<file path="src/rtl/mem_arb_pkg.sv">
// Shared types and sizing for the I/D cache memory arbiter.
// State encoding, block geometry and memory latency live here.
package mem_arb_pkg;

   localparam int WORDS_PER_BLOCK = 8;
   localparam int MEM_LATENCY     = 4;
   localparam int OFFSET_W        = 4;
   localparam int CNT_W           = 3;

   typedef enum logic [1:0] {
      IDLE    = 2'd0,
      I_FILL  = 2'd1,
      D_FILL  = 2'd2,
      D_WRITE = 2'd3
   } state_t;

endpackage

</file>
<file path="src/rtl/mem_arb_counter.sv">
// Small wrap-around counter with clear, increment and terminal count.
// Used for both the read-issue and the read-receive word index.
module mem_arb_counter #(
   parameter int           W    = 3,
   parameter logic [W-1:0] LAST = '1
) (
   input  logic         clk,
   input  logic         rst_n,
   input  logic         clr,
   input  logic         inc,
   output logic [W-1:0] count,
   output logic         tc
);

   assign tc = (count == LAST);

   // clear wins over increment; the count wraps to zero after LAST
   always_ff @(posedge clk or negedge rst_n) begin
      if (!rst_n) begin
         count <= '0;
      end else if (clr) begin
         count <= '0;
      end else if (inc) begin
         count <= tc ? '0 : count + 1'b1;
      end
   end

endmodule

</file>
<file path="src/rtl/mem_arbiter.sv">
// Arbiter sharing one 16-bit memory port between I-cache fills and
// D-cache fills/write-throughs; D wins unless I is owed a turn.
module mem_arbiter
   import mem_arb_pkg::*;
#(
   parameter int WORDS_PER_BLOCK = mem_arb_pkg::WORDS_PER_BLOCK,
   parameter int MEM_LATENCY     = mem_arb_pkg::MEM_LATENCY
) (
   input  logic        clk,
   input  logic        rst_n,
   input  logic        icache_req,
   input  logic [15:0] icache_addr,
   input  logic        dcache_req,
   input  logic        dcache_wr,
   input  logic [15:0] dcache_addr,
   input  logic [15:0] dcache_wdata,
   output logic [15:0] mem_addr,
   output logic        mem_enable,
   output logic        mem_wr,
   output logic [15:0] mem_wdata,
   input  logic [15:0] mem_data_out,
   input  logic        mem_data_valid,
   output logic [15:0] fill_data,
   output logic [2:0]  fill_word,
   output logic        icache_fill_valid,
   output logic        dcache_fill_valid,
   output logic        icache_done,
   output logic        dcache_done,
   output logic        busy
);

   localparam logic [CNT_W-1:0] LAST_WORD = CNT_W'(WORDS_PER_BLOCK - 1);
   localparam int unused_latency = MEM_LATENCY;

   state_t                state_q, state_d;
   logic [15-OFFSET_W:0]  base_q;
   logic                  i_turn_q, iss_full_q, wr_sent_q;
   logic                  idone_q, ddone_q;
   logic                  gnt_i, gnt_d, issue, rx, last_rx, d_end;
   logic                  cnt_clr, iss_tc, rx_tc;
   logic [CNT_W-1:0]      iss_cnt, rx_cnt;
   logic [15:0]           fill_addr;
   logic                  unused;

   assign unused = ^{icache_addr[OFFSET_W-1:0], dcache_addr[0]};

   assign cnt_clr   = (state_q == IDLE);
   assign fill_addr = {base_q, {OFFSET_W{1'b0}}} + 16'({iss_cnt, 1'b0});
   assign d_end     = ((state_q == D_FILL) && last_rx) ||
                      ((state_q == D_WRITE) && !wr_sent_q);

   assign icache_done = idone_q;
   assign dcache_done = ddone_q;
   assign busy        = (state_q != IDLE);

   mem_arb_counter #(.W(CNT_W), .LAST(LAST_WORD)) u_iss (
      .clk   (clk),
      .rst_n (rst_n),
      .clr   (cnt_clr),
      .inc   (issue),
      .count (iss_cnt),
      .tc    (iss_tc)
   );

   mem_arb_counter #(.W(CNT_W), .LAST(LAST_WORD)) u_rx (
      .clk   (clk),
      .rst_n (rst_n),
      .clr   (cnt_clr),
      .inc   (rx),
      .count (rx_cnt),
      .tc    (rx_tc)
   );

   // state register
   always_ff @(posedge clk or negedge rst_n) begin
      if (!rst_n) begin
         state_q <= IDLE;
      end else begin
         state_q <= state_d;
      end
   end

   // grant decision, memory strobes, fill return and next state
   always_comb begin
      state_d           = state_q;
      gnt_i             = 1'b0;
      gnt_d             = 1'b0;
      issue             = 1'b0;
      rx                = 1'b0;
      last_rx           = 1'b0;
      mem_enable        = 1'b0;
      mem_wr            = 1'b0;
      mem_addr          = '0;
      mem_wdata         = '0;
      icache_fill_valid = 1'b0;
      dcache_fill_valid = 1'b0;
      fill_data         = '0;
      fill_word         = '0;
      unique case (state_q)
         IDLE: begin
            if (!idone_q && !ddone_q) begin
               if (icache_req && (i_turn_q || !dcache_req)) begin
                  gnt_i   = 1'b1;
                  state_d = I_FILL;
               end else if (dcache_req) begin
                  gnt_d   = 1'b1;
                  state_d = dcache_wr ? D_WRITE : D_FILL;
               end
            end
         end
         I_FILL, D_FILL: begin
            issue             = !iss_full_q;
            rx                = mem_data_valid;
            last_rx           = rx && rx_tc;
            mem_enable        = issue;
            mem_addr          = issue ? fill_addr : '0;
            icache_fill_valid = rx && (state_q == I_FILL);
            dcache_fill_valid = rx && (state_q == D_FILL);
            fill_data         = rx ? mem_data_out : '0;
            fill_word         = rx ? rx_cnt : '0;
            if (last_rx) begin
               state_d = IDLE;
            end
         end
         D_WRITE: begin
            if (!wr_sent_q) begin
               mem_enable = 1'b1;
               mem_wr     = 1'b1;
               mem_addr   = {dcache_addr[15:1], 1'b0};
               mem_wdata  = dcache_wdata;
            end else begin
               state_d = IDLE;
            end
         end
         default: state_d = IDLE;
      endcase
   end

   // done pulses, block base, issue-complete flag and I fairness turn
   always_ff @(posedge clk or negedge rst_n) begin
      if (!rst_n) begin
         base_q     <= '0;
         i_turn_q   <= 1'b0;
         iss_full_q <= 1'b0;
         wr_sent_q  <= 1'b0;
         idone_q    <= 1'b0;
         ddone_q    <= 1'b0;
      end else begin
         idone_q   <= (state_q == I_FILL) && last_rx;
         ddone_q   <= d_end;
         wr_sent_q <= (state_q == D_WRITE) && !wr_sent_q;
         if (state_q == IDLE) begin
            iss_full_q <= 1'b0;
         end else if (issue && iss_tc) begin
            iss_full_q <= 1'b1;
         end
         if (gnt_i) begin
            base_q <= icache_addr[15:OFFSET_W];
         end else if (gnt_d) begin
            base_q <= dcache_addr[15:OFFSET_W];
         end
         if (gnt_i || gnt_d) begin
            i_turn_q <= 1'b0;
         end else if (d_end) begin
            i_turn_q <= icache_req;
         end
      end
   end

endmodule

</file>
<file path="config.mk">
export PLATFORM = sky130hd
export DESIGN_NAME = mem_arbiter
export DESIGN_NICKNAME = d
export VERILOG_FILES = /design/src/rtl/mem_arb_pkg.sv /design/src/rtl/mem_arb_counter.sv /design/src/rtl/mem_arbiter.sv
export SDC_FILE = /design/constraint.sdc
export NUM_CORES = 1
export LEC_CHECK = 0
export CORE_ASPECT_RATIO = 0.6
export CORE_MARGIN = 5
export CORE_UTILIZATION = 36
export CTS_BUF_LIST = sky130_fd_sc_hd__clkbuf_4 sky130_fd_sc_hd__clkbuf_8 sky130_fd_sc_hd__clkbuf_16
export DETAILED_ROUTE_END_ITERATION = 6
export HOLD_SLACK_MARGIN = 0.06
export PLACE_DENSITY = 0.85
export SLEW_MARGIN = 10
export SYNTH_ARGS = -nofsm -noshare
export SYNTH_HDL_FRONTEND = slang
export SYNTH_SLANG_ARGS = --single-unit
</file>
<file path="constraint.sdc">
create_clock -name clk -period 3.56 [get_ports clk]
set_input_delay 0.356 -clock clk [delete_from_list [all_inputs] [get_ports clk]]
set_output_delay 0.356 -clock clk [all_outputs]
set_load 0.05 [all_outputs]
</file>
==> run metrics, run 1 <==
status finished clean; Resized Gates After CTS 0; Static Leak about 1.3 nW; setup_tns 0 ns; Die W about 98 um; syn nets 266; VDD IR max 0.676 mV; Psw 1.33 mW; Startpoint Class register; period utilisation layout 90.6%; I/O pins 128; share of the synthesized area in the top cell type 37.8%; CTS Root Cell clkbuf_8; CTS Buf Count 3; highest metal used met4; Wirelength per Cell 14.7 um; DRC viols 0; initial antenna violation count 0; synth warn 0; CTS tree done; Final Hold Slack around 0.057 ns; Int Pwr around 1.1 mW; largest family of logic cells by synthesized area simple AND/OR/NAND/NOR gates; antenna fix cells 0; Cells after Synth ~190; max-cap viol count 0; initial core utilization 36.6%; first-pass GRT wire length between 8000 and 9000 um; relative slew slack a little over half; PwrDens between 800 and 900 mW/mm2; FMAX between 0.3 and 0.4 GHz; EDFF count, synth 0; nets between 300 and 400; Site Rows 19; total congestion overflow 0; first-pass iteration count of the detailed router 4; Slew Limit Fails 0; Cell Count Post-Placement approximately 360; largest cells by area after synthesis dfrtp_1, and3_1, a22o_1, and2_1, ha_1; H-Tree Depth 1; Longest Clk Path Bufs 2; syn avg cell area roughly 9 um2; metal2 WL 2650 um; Clk Latency, worst-skew pair 0.27 ns; WL final 5320 um; area growth from synthesis to layout 76.1%; non-filler cells, final 361; initial drt markers ~120; asr flop ratio synth 100%; CP arrival approximately 2.9 ns; xor and xnor area share after synthesis 0%; Seq/Total Area, Yosys between 30% and 40%; Placer Congestion approximately 0.75; layout cells sized above 1 4.70%; Routed Antenna Nets 0; Tot GR Track Use approximately 17%; Met1 Routed Length ~2400 um; total clock sinks 25; Sw Ratio 54.6%; routed vias approximately 1800; I/O Buffers between 100 and 150; pre-CTS setup slack ~0.67 ns; CP max FO 15; mux share of post-synthesis cell area 1.89%; WL met3 between 200 and 300 um; Synth Flop Type dfrtp_1; vias per cell approximately 5; clk_skew approximately 0.01 ns; RSZ-0062 raised after global routing no; Core ar. 0.00452 mm2; synthesized area 0.00166 mm2; Cell variety after synth 35; worst setup margin about 0.34 ns; WP data required 3.20 ns; Post-CTS Hold Buffers 0; overall die height approximately 63 um; post-synthesis compound-gate area fraction a little over a fifth; CP Capture Type primary output; slew at the pin with the worst max-slew slack a little under 0.7 ns; Tmin final approximately 3.2 ns; detailed placement HPWL 4230 um; sequential fraction of design power 19.1%; Post-CTS Setup Repair Bufs 0; clock-pin slew on the worst setup and hold paths 0.09 ns; die area 0.00610 mm2; kind of critical path register to primary output; reg2reg setup slack approximately 1.5 ns; Comb pwr share 74.0%; Post-Synth Simple-Gate Area approximately a quarter; Yosys top cell by area dfrtp_1; HP Class input pin to asynchronous set/reset pin; #FFs+latches synth 25; Final setup viols 0; post-synthesis adder-cell area fraction under 10%; number of global-route vias before repair approximately 1700; largest net degree at the start of global routing 27; clock power share 7.0%; final hold vios 0
[final cells by class]
cell class                 instances  area, um2
fill                             398       1600
timing repair buffer             123       1220
multi-input combinational        142        928
sequential                        25        626
tap                               63       78.8
clock buffer                       3       41.3
inverter                           4       15.0
clock inverter                     1       5.00
[logic make-up after synthesis]
kind of cell	count (synthesis)
buf+inv	20
compound gates	53
fa+ha+maj	9
other cells	1
flops	25
simple gates	76
mux	3
[per-stage QoR]
stage / power, mW / area (um2) / utilization (%)
5_1_grt: 2.59 / 2920 / 64.5
3_3_place_gp: 2.24 / 2870 / 63.6
3_5_place_dp: 2.27 / 2870 / 63.6
6_report: 2.44 / 2920 / 64.5
4_1_cts: 2.45 / 2920 / 64.7
2_1_floorplan: 1.72 / 1660 / -
[state kept, by name, indices dropped and copies added (netlist names)]
name and count:
state_q 2, wr_sent_q 1, u_iss.count 3, iss_full_q 1, base_q 12, dcache_done 1
icache_done 1, u_rx.count 3, i_turn_q 1
[path summary, 6_finish.rpt]
kind / from / endpoint / depth (start not counted)
max: state_q[0]$_DFFE_PN0P_ / mem_addr[12] / 5
min: rst_n / base_q[0]$_DFFE_PN0P_ / 1
max reg2reg: state_q[0]$_DFFE_PN0P_ / base_q[7]$_DFFE_PN0P_ / 5
min reg2reg: base_q[10]$_DFFE_PN0P_ / base_q[10]$_DFFE_PN0P_ / 2
max in group asynchronous: rst_n / base_q[9]$_DFFE_PN0P_ / 1
min in group clk: base_q[10]$_DFFE_PN0P_ / base_q[10]$_DFFE_PN0P_ / 2
[critical path: stages (launching register included)]
cell             delay [ns]
dfrtp_1                0.39
inv_1                  0.11
ha_1                   0.41
nor2_2                 0.63
a22o_1                 0.23
clkdlybuf4s50_1        0.81
[power by group through the flow]
stage               Combinational, mW  Sequential [mW]  Clock (mW)
finish                           1.80            0.464       0.170
global route                     1.92            0.480       0.187
CTS                              1.81            0.464       0.173
detailed placement               1.81            0.468           0
global placement                 1.78            0.464           0
floorplan                        1.26            0.462           0
[cells in the mapped netlist (2+ instances only)]
cell / number
a22o_1: 14
and3_1: 20
nor2_1: 6
clkbuf_1: 6
nor3_1: 2
buf_4: 3
nand2b_1: 2
a21oi_1: 7
mux2i_1: 2
buf_2: 6
o21ai_1: 5
and2_1: 19
o21ai_0: 9
o22ai_1: 12
nand2_1: 20
inv_1: 3
ha_1: 9
dfrtp_1: 25
[layout by cell type (no fill, tap or decap), types with 2 or more instances in the layout]
| cell | instances |
|---|---|
| a21oi_1 | 7 |
| a22o_1 | 14 |
| and2_1 | 19 |
| and3_1 | 20 |
| buf_4 | 2 |
| clkbuf_8 | 3 |
| clkdlybuf4s50_1 | 120 |
| dfrtp_1 | 25 |
| ha_1 | 9 |
| inv_1 | 3 |
| mux2i_1 | 2 |
| nand2_1 | 20 |
| nand2b_1 | 2 |
| nor2_1 | 6 |
| nor3_1 | 2 |
| o21ai_0 | 9 |
| o21ai_1 | 5 |
| o22ai_1 | 12 |
[layer usage]
metal	vias to the layer above	global-route usage [%]
met5	-	0
met4	0	1.73
met3	2	4.24
met2	53	29.2
met1	848	21.8
li1	887	-
No activity file was read; power rests on OpenSTA's default activity.
==> inputs of run 2 (changes only) <==
--- a/config.mk
+++ b/config.mk
@@ -10,7 +10,7 @@
 export CORE_UTILIZATION = 36
 export CTS_BUF_LIST = sky130_fd_sc_hd__clkbuf_4 sky130_fd_sc_hd__clkbuf_8 sky130_fd_sc_hd__clkbuf_16
 export DETAILED_ROUTE_END_ITERATION = 6
-export HOLD_SLACK_MARGIN = 0.06
+export HOLD_SLACK_MARGIN = 0.15
 export PLACE_DENSITY = 0.85
 export SLEW_MARGIN = 10
 export SYNTH_ARGS = -nofsm -noshare
==> run 2 against run 1 <==
Critical path depth did not move. First-iteration DRC count decreased by 5.2%. Global-route usage stayed put. Highest routed layer unchanged. Critical endpoint unchanged. Critical path type unchanged. Flip-flop and latch count stayed put.
==> run metrics, run 2 (synthesis results as in run 1) <==
Tot GR Track Use 16.8%; most frequent cells in the layout clkdlybuf4s50_1, dfrtp_1, and3_1, nand2_1, and2_1; Crit path max-delay family buffers and inverters; overall die height between 60 and 70 um; setup_tns 0 ns; H-Tree Depth 1; detailed placement HPWL roughly 4200 um; first-pass GRT wire length approximately 8500 um; WL final 5320 um; period utilisation layout between 90% and 100%; Startpoint Class register; WL met3 283 um; number of global-route vias before repair 1706; status finished clean; Max stage delay on crit path just over 0.8 ns; total clock sinks 25; CP Capture Type primary output; clk_skew 0.0121 ns; reg2reg setup slack 1.50 ns; Fill cells approximately 400; routed vias between 1500 and 2000; highest metal used met4; Static Leak between 1 and 1.5 nW; clock-pin slew on the worst setup and hold paths 0.09 ns; PwrDens ~830 mW/mm2; CTS Buf Count 3; Multi-input gate area slightly above 900 um2; CP max FO 15; Placer Congestion around 0.75; FMAX slightly above 0.3 GHz; largest net degree at the start of global routing 27; Resized Gates After CTS 0; commonest non-fill, non-tap cell in the layout clkdlybuf4s50_1; Longest Clk Path Bufs 2; FF/Latch Area 626 um2; CTS tree done; I/O Buffers 121; max reg flops 12; Cell Count Post-Placement between 300 and 400; die area 0.00610 mm2; initial core utilization ~37%; metal2 WL 2640 um; slowest stage cell, crit path clkdlybuf4s50_1; total congestion overflow 0; max-cap viol count 0; I/O pins ~130; first-pass iteration count of the detailed router 4; cell area after placement ~0.0029 mm2; slew at the pin with the worst max-slew slack approximately 0.68 ns; VDD IR max slightly below 0.7 mV; HP Class register to register; layout cells sized above 1 approximately 4.7%; Slew Limit Fails 0; Met1 Routed Length 2390 um; pre-CTS setup slack ~0.67 ns; initial drt markers approximately 110; Largest regs base_q (12), u_iss.count (3), u_rx.count (3); nets 379; area growth from synthesis to layout 76.7%; Final setup viols 0; crit-path cells inv_1 > ha_1 > nor2_2 > a22o_1 > clkdlybuf4s50_1; Final Hold Slack 0.491 ns; relative slew slack 54.3%; Post-CTS Setup Repair Bufs 0; sum of buffers and inverters on the critical path 2; initial antenna violation count 0; vias per cell 4.95; RSZ-0062 raised after global routing no; Top reg by flops base_q; Clk Latency, worst-skew pair 0.27 ns; antenna fix cells 0; WP data required roughly 3.2 ns; non-filler cells, final 362; worst setup margin ~0.34 ns; final cell utilization of the core between 60% and 70%; kind of critical path register to primary output; DRC viols 0; Final Total Pwr roughly 2.4 mW; final hold vios 0; Die W around 98 um; CTS Root Cell clkbuf_8; Core ar. ~0.0045 mm2; CP arrival between 2 and 3 ns; Wirelength per Cell 14.7 um; Routed Antenna Nets 0; Tmin final about 3.2 ns; post-route cell area between 0.002 and 0.003 mm2; Site Rows 19
## run 2: layer usage
metal  up-vias  global-route usage [%]
li1        889                       -
met1       843                    21.8
met2        57                    29.2
met3         2                    4.24
met4         0                    1.73
met5         -                       0
## run 2: final cells by class
type | count | area share (%)
timing repair buffer | 124 | 42.1
inverter | 4 | 0.513
sequential | 25 | 21.4
multi-input combinational | 142 | 31.7
clock inverter | 1 | 0.171
clock buffer | 3 | 1.41
tap | 63 | 2.69
## run 2: tightest hold or removal path: stages (launching register included)
cell and delay [ns]:
dfrtp_1 0.35, nand2_1 0.05, o21ai_0 0.06
## run 2: power breakdown
part | internal, mW | total (mW) | switching (mW)
combinational | 0.635 | 1.80 | 1.17
sequential | 0.393 | 0.465 | 0.0716
clock | 0.0783 | 0.168 | 0.0900
## run 2: timing repair
item | in CTS | in global routing
setup endpoints to repair | 0 | 0
hold buffers | 0 | 1
hold endpoints to repair | 0 | 25
## run 2: path summary, 6_finish.rpt
kind                                        start                     end  depth (start not counted)
min in group asynchronous                   rst_n   base_q[0]$_DFFE_PN0P_                          2
min reg2reg                base_q[10]$_DFFE_PN0P_  base_q[10]$_DFFE_PN0P_                          2
max in group asynchronous                   rst_n  base_q[11]$_DFFE_PN0P_                          2
max                        state_q[0]$_DFFE_PN0P_            mem_addr[12]                          5
min                        base_q[10]$_DFFE_PN0P_  base_q[10]$_DFFE_PN0P_                          2
max reg2reg                state_q[0]$_DFFE_PN0P_   base_q[7]$_DFFE_PN0P_                          5
==> inputs of run 3 (changes only) <==
--- a/config.mk
+++ b/config.mk
@@ -7,11 +7,12 @@
 export LEC_CHECK = 0
 export CORE_ASPECT_RATIO = 0.6
 export CORE_MARGIN = 5
-export CORE_UTILIZATION = 36
+export CORE_UTILIZATION = 42
 export CTS_BUF_LIST = sky130_fd_sc_hd__clkbuf_4 sky130_fd_sc_hd__clkbuf_8 sky130_fd_sc_hd__clkbuf_16
 export DETAILED_ROUTE_END_ITERATION = 6
+export DONT_BUFFER_PORTS = 1
 export HOLD_SLACK_MARGIN = 0.15
-export PLACE_DENSITY = 0.85
+export PLACE_DENSITY = 0.55
 export SLEW_MARGIN = 10
 export SYNTH_ARGS = -nofsm -noshare
 export SYNTH_HDL_FRONTEND = slang
==> run 3 against run 2 <==
Sequential power grew 2%. Hold slack lost 0.25 ns. First-iteration DRC count shrank 53%. Critical path type unchanged. Critical endpoint is now mem_addr[15]. Largest power group unchanged. Highest routed layer unchanged.
==> run metrics, run 3 (synthesis results as in run 1) <==
status finished clean; period utilisation layout between 80% and 90%; vias per cell ~5.9; Worst R2R End i_turn_q$_DFFE_PN0P_; CP arrival 2.79 ns; HP Class input pin to register; nets approximately 260; relative slew slack 58.7%; WL final 4200 um; CP max FO 27; I/O pins between 100 and 150; largest net degree at the start of global routing 28; Cell Count Post-Placement around 220; Placer Congestion about 0.79; total clock sinks 25; I/O Buffers 0; Longest Clk Path Bufs 2; total congestion overflow 0; reg2reg setup slack between 1 and 1.5 ns; kind of critical path register to primary output; first-pass iteration count of the detailed router 4; commonest non-fill, non-tap cell in the layout dfrtp_1; Final Hold Slack between 0.2 and 0.25 ns; CTS tree done; VDD IR max about 0.41 mV; detailed placement HPWL about 3500 um; layout cells sized above 1 under 10%; Static Leak around 0.86 nW; max-cap viol count 0; RR Startpoint state_q[0]$_DFFE_PN0P_; first-pass GRT wire length between 6000 and 7000 um; final hold vios 0; Site Rows 17; clock-pin slew on the worst setup and hold paths 0.08 ns; die area around 0.0053 mm2; overall die height slightly below 60 um; Top reg by flops base_q; Final setup viols 0; Startpoint Class register; Clk Latency, worst-skew pair 0.26 ns; non-filler cells, final about 230; Tot GR Track Use around 15%; PwrDens between 1000 and 1500 mW/mm2; Wirelength per Cell about 18 um; FMAX around 0.32 GHz; CTS Root Cell clkbuf_8; setup_tns 0 ns; most frequent cells in the layout dfrtp_1, and3_1, nand2_1, and2_1, a22o_1; initial antenna violation count 0; final cell utilization of the core around 46%; initial drt markers 51; Fill cells between 300 and 400; DRC viols 0; Tmin final between 3 and 4 ns; max reg flops 12; initial core utilization between 40% and 50%; H-Tree Depth 1; Largest regs base_q (12), u_iss.count (3), u_rx.count (3); Core ar. roughly 0.0037 mm2; worst setup path endpoint mem_addr[15]; Die W roughly 90 um; clk_skew approximately 0.0040 ns; routed vias 1337; Post-CTS Setup Repair Bufs 0; number of global-route vias before repair ~1400; slew at the pin with the worst max-slew slack between 0.6 and 0.7 ns; area growth from synthesis to layout 4.91%; WP data required between 3 and 4 ns; Slew Limit Fails 0; Critical Path Source state_q[0]$_DFFE_PN0P_; Routed Antenna Nets 0; antenna fix cells 0; RSZ-0062 raised after global routing no; R2R depth 5; CP Capture Type primary output; CTS Buf Count 3
## run 3: what timing repair did
item	CTS	global route
hold buffers	2	0
hold endpoints to repair	25	0
resized for setup	0	0
## run 3: area by class of cell
| class | count | area, um2 | share of cell area (%) |
|---|---|---|---|
| flip-flops and latches | 25 | 626 | 36.0 |
| multi-input cells | 142 | 928 | 53.5 |
| repair buffers | 6 | 60.1 | 3.46 |
| well taps | 47 | 58.8 | 3.39 |
| clock buffers | 4 | 48.8 | 2.81 |
| inverters | 4 | 15.0 | 0.865 |
## run 3: per-layer routing
| layer | vias up | GRT usage (%) | share of wire [%] |
|---|---|---|---|
| li1 | 650 | - | - |
| met1 | 624 | 19.4 | 42 |
| met2 | 61 | 24.8 | 48 |
| met3 | 2 | 6.26 | 9.6 |
| met4 | 0 | 1.88 | 0.29 |
| met5 | - | 0 | 0 |
## run 3: power breakdown
part | internal [mW] | switching, mW
clock network | 0.0874 | 0.0830
logic | 0.294 | 1.08
registers | 0.393 | 0.0830
## run 3: stage by stage
stage          cell area [um2]  power [mW]  setup slack (ns)
3_5_place_dp              1660        1.86             0.730
2_1_floorplan             1660        1.72              1.38
3_3_place_gp              1660        1.82             0.829
4_1_cts                   1740        2.04             0.405
6_report                  1740        2.02             0.418
5_1_grt                   1740        2.15             0.133
## run 3: worst max-delay path: stages (launching register included)
cell,delay [ns]
dfrtp_1,0.40
inv_1,0.10
ha_1,0.67
nand2b_1,0.27
nor2_2,0.53
a22o_1,0.55
## run 3: worst min path at each step
| stage | from | endpoint | slack, ns | depth (start not counted) |
|---|---|---|---|---|
| CTS | mem_data_valid | u_rx.count[2]$_DFFE_PN0P_ | 0.24 | 2 |
| detailed placement | rst_n | u_rx.count[1]$_DFFE_PN0P_ | 0.06 | 0 |
| global placement | rst_n | u_rx.count[1]$_DFFE_PN0P_ | 0.06 | 0 |
| global route | mem_data_valid | u_rx.count[2]$_DFFE_PN0P_ | 0.25 | 2 |
| finish | mem_data_valid | u_rx.count[2]$_DFFE_PN0P_ | 0.24 | 2 |
| floorplan | rst_n | base_q[0]$_DFFE_PN0P_ | 0.06 | 0 |
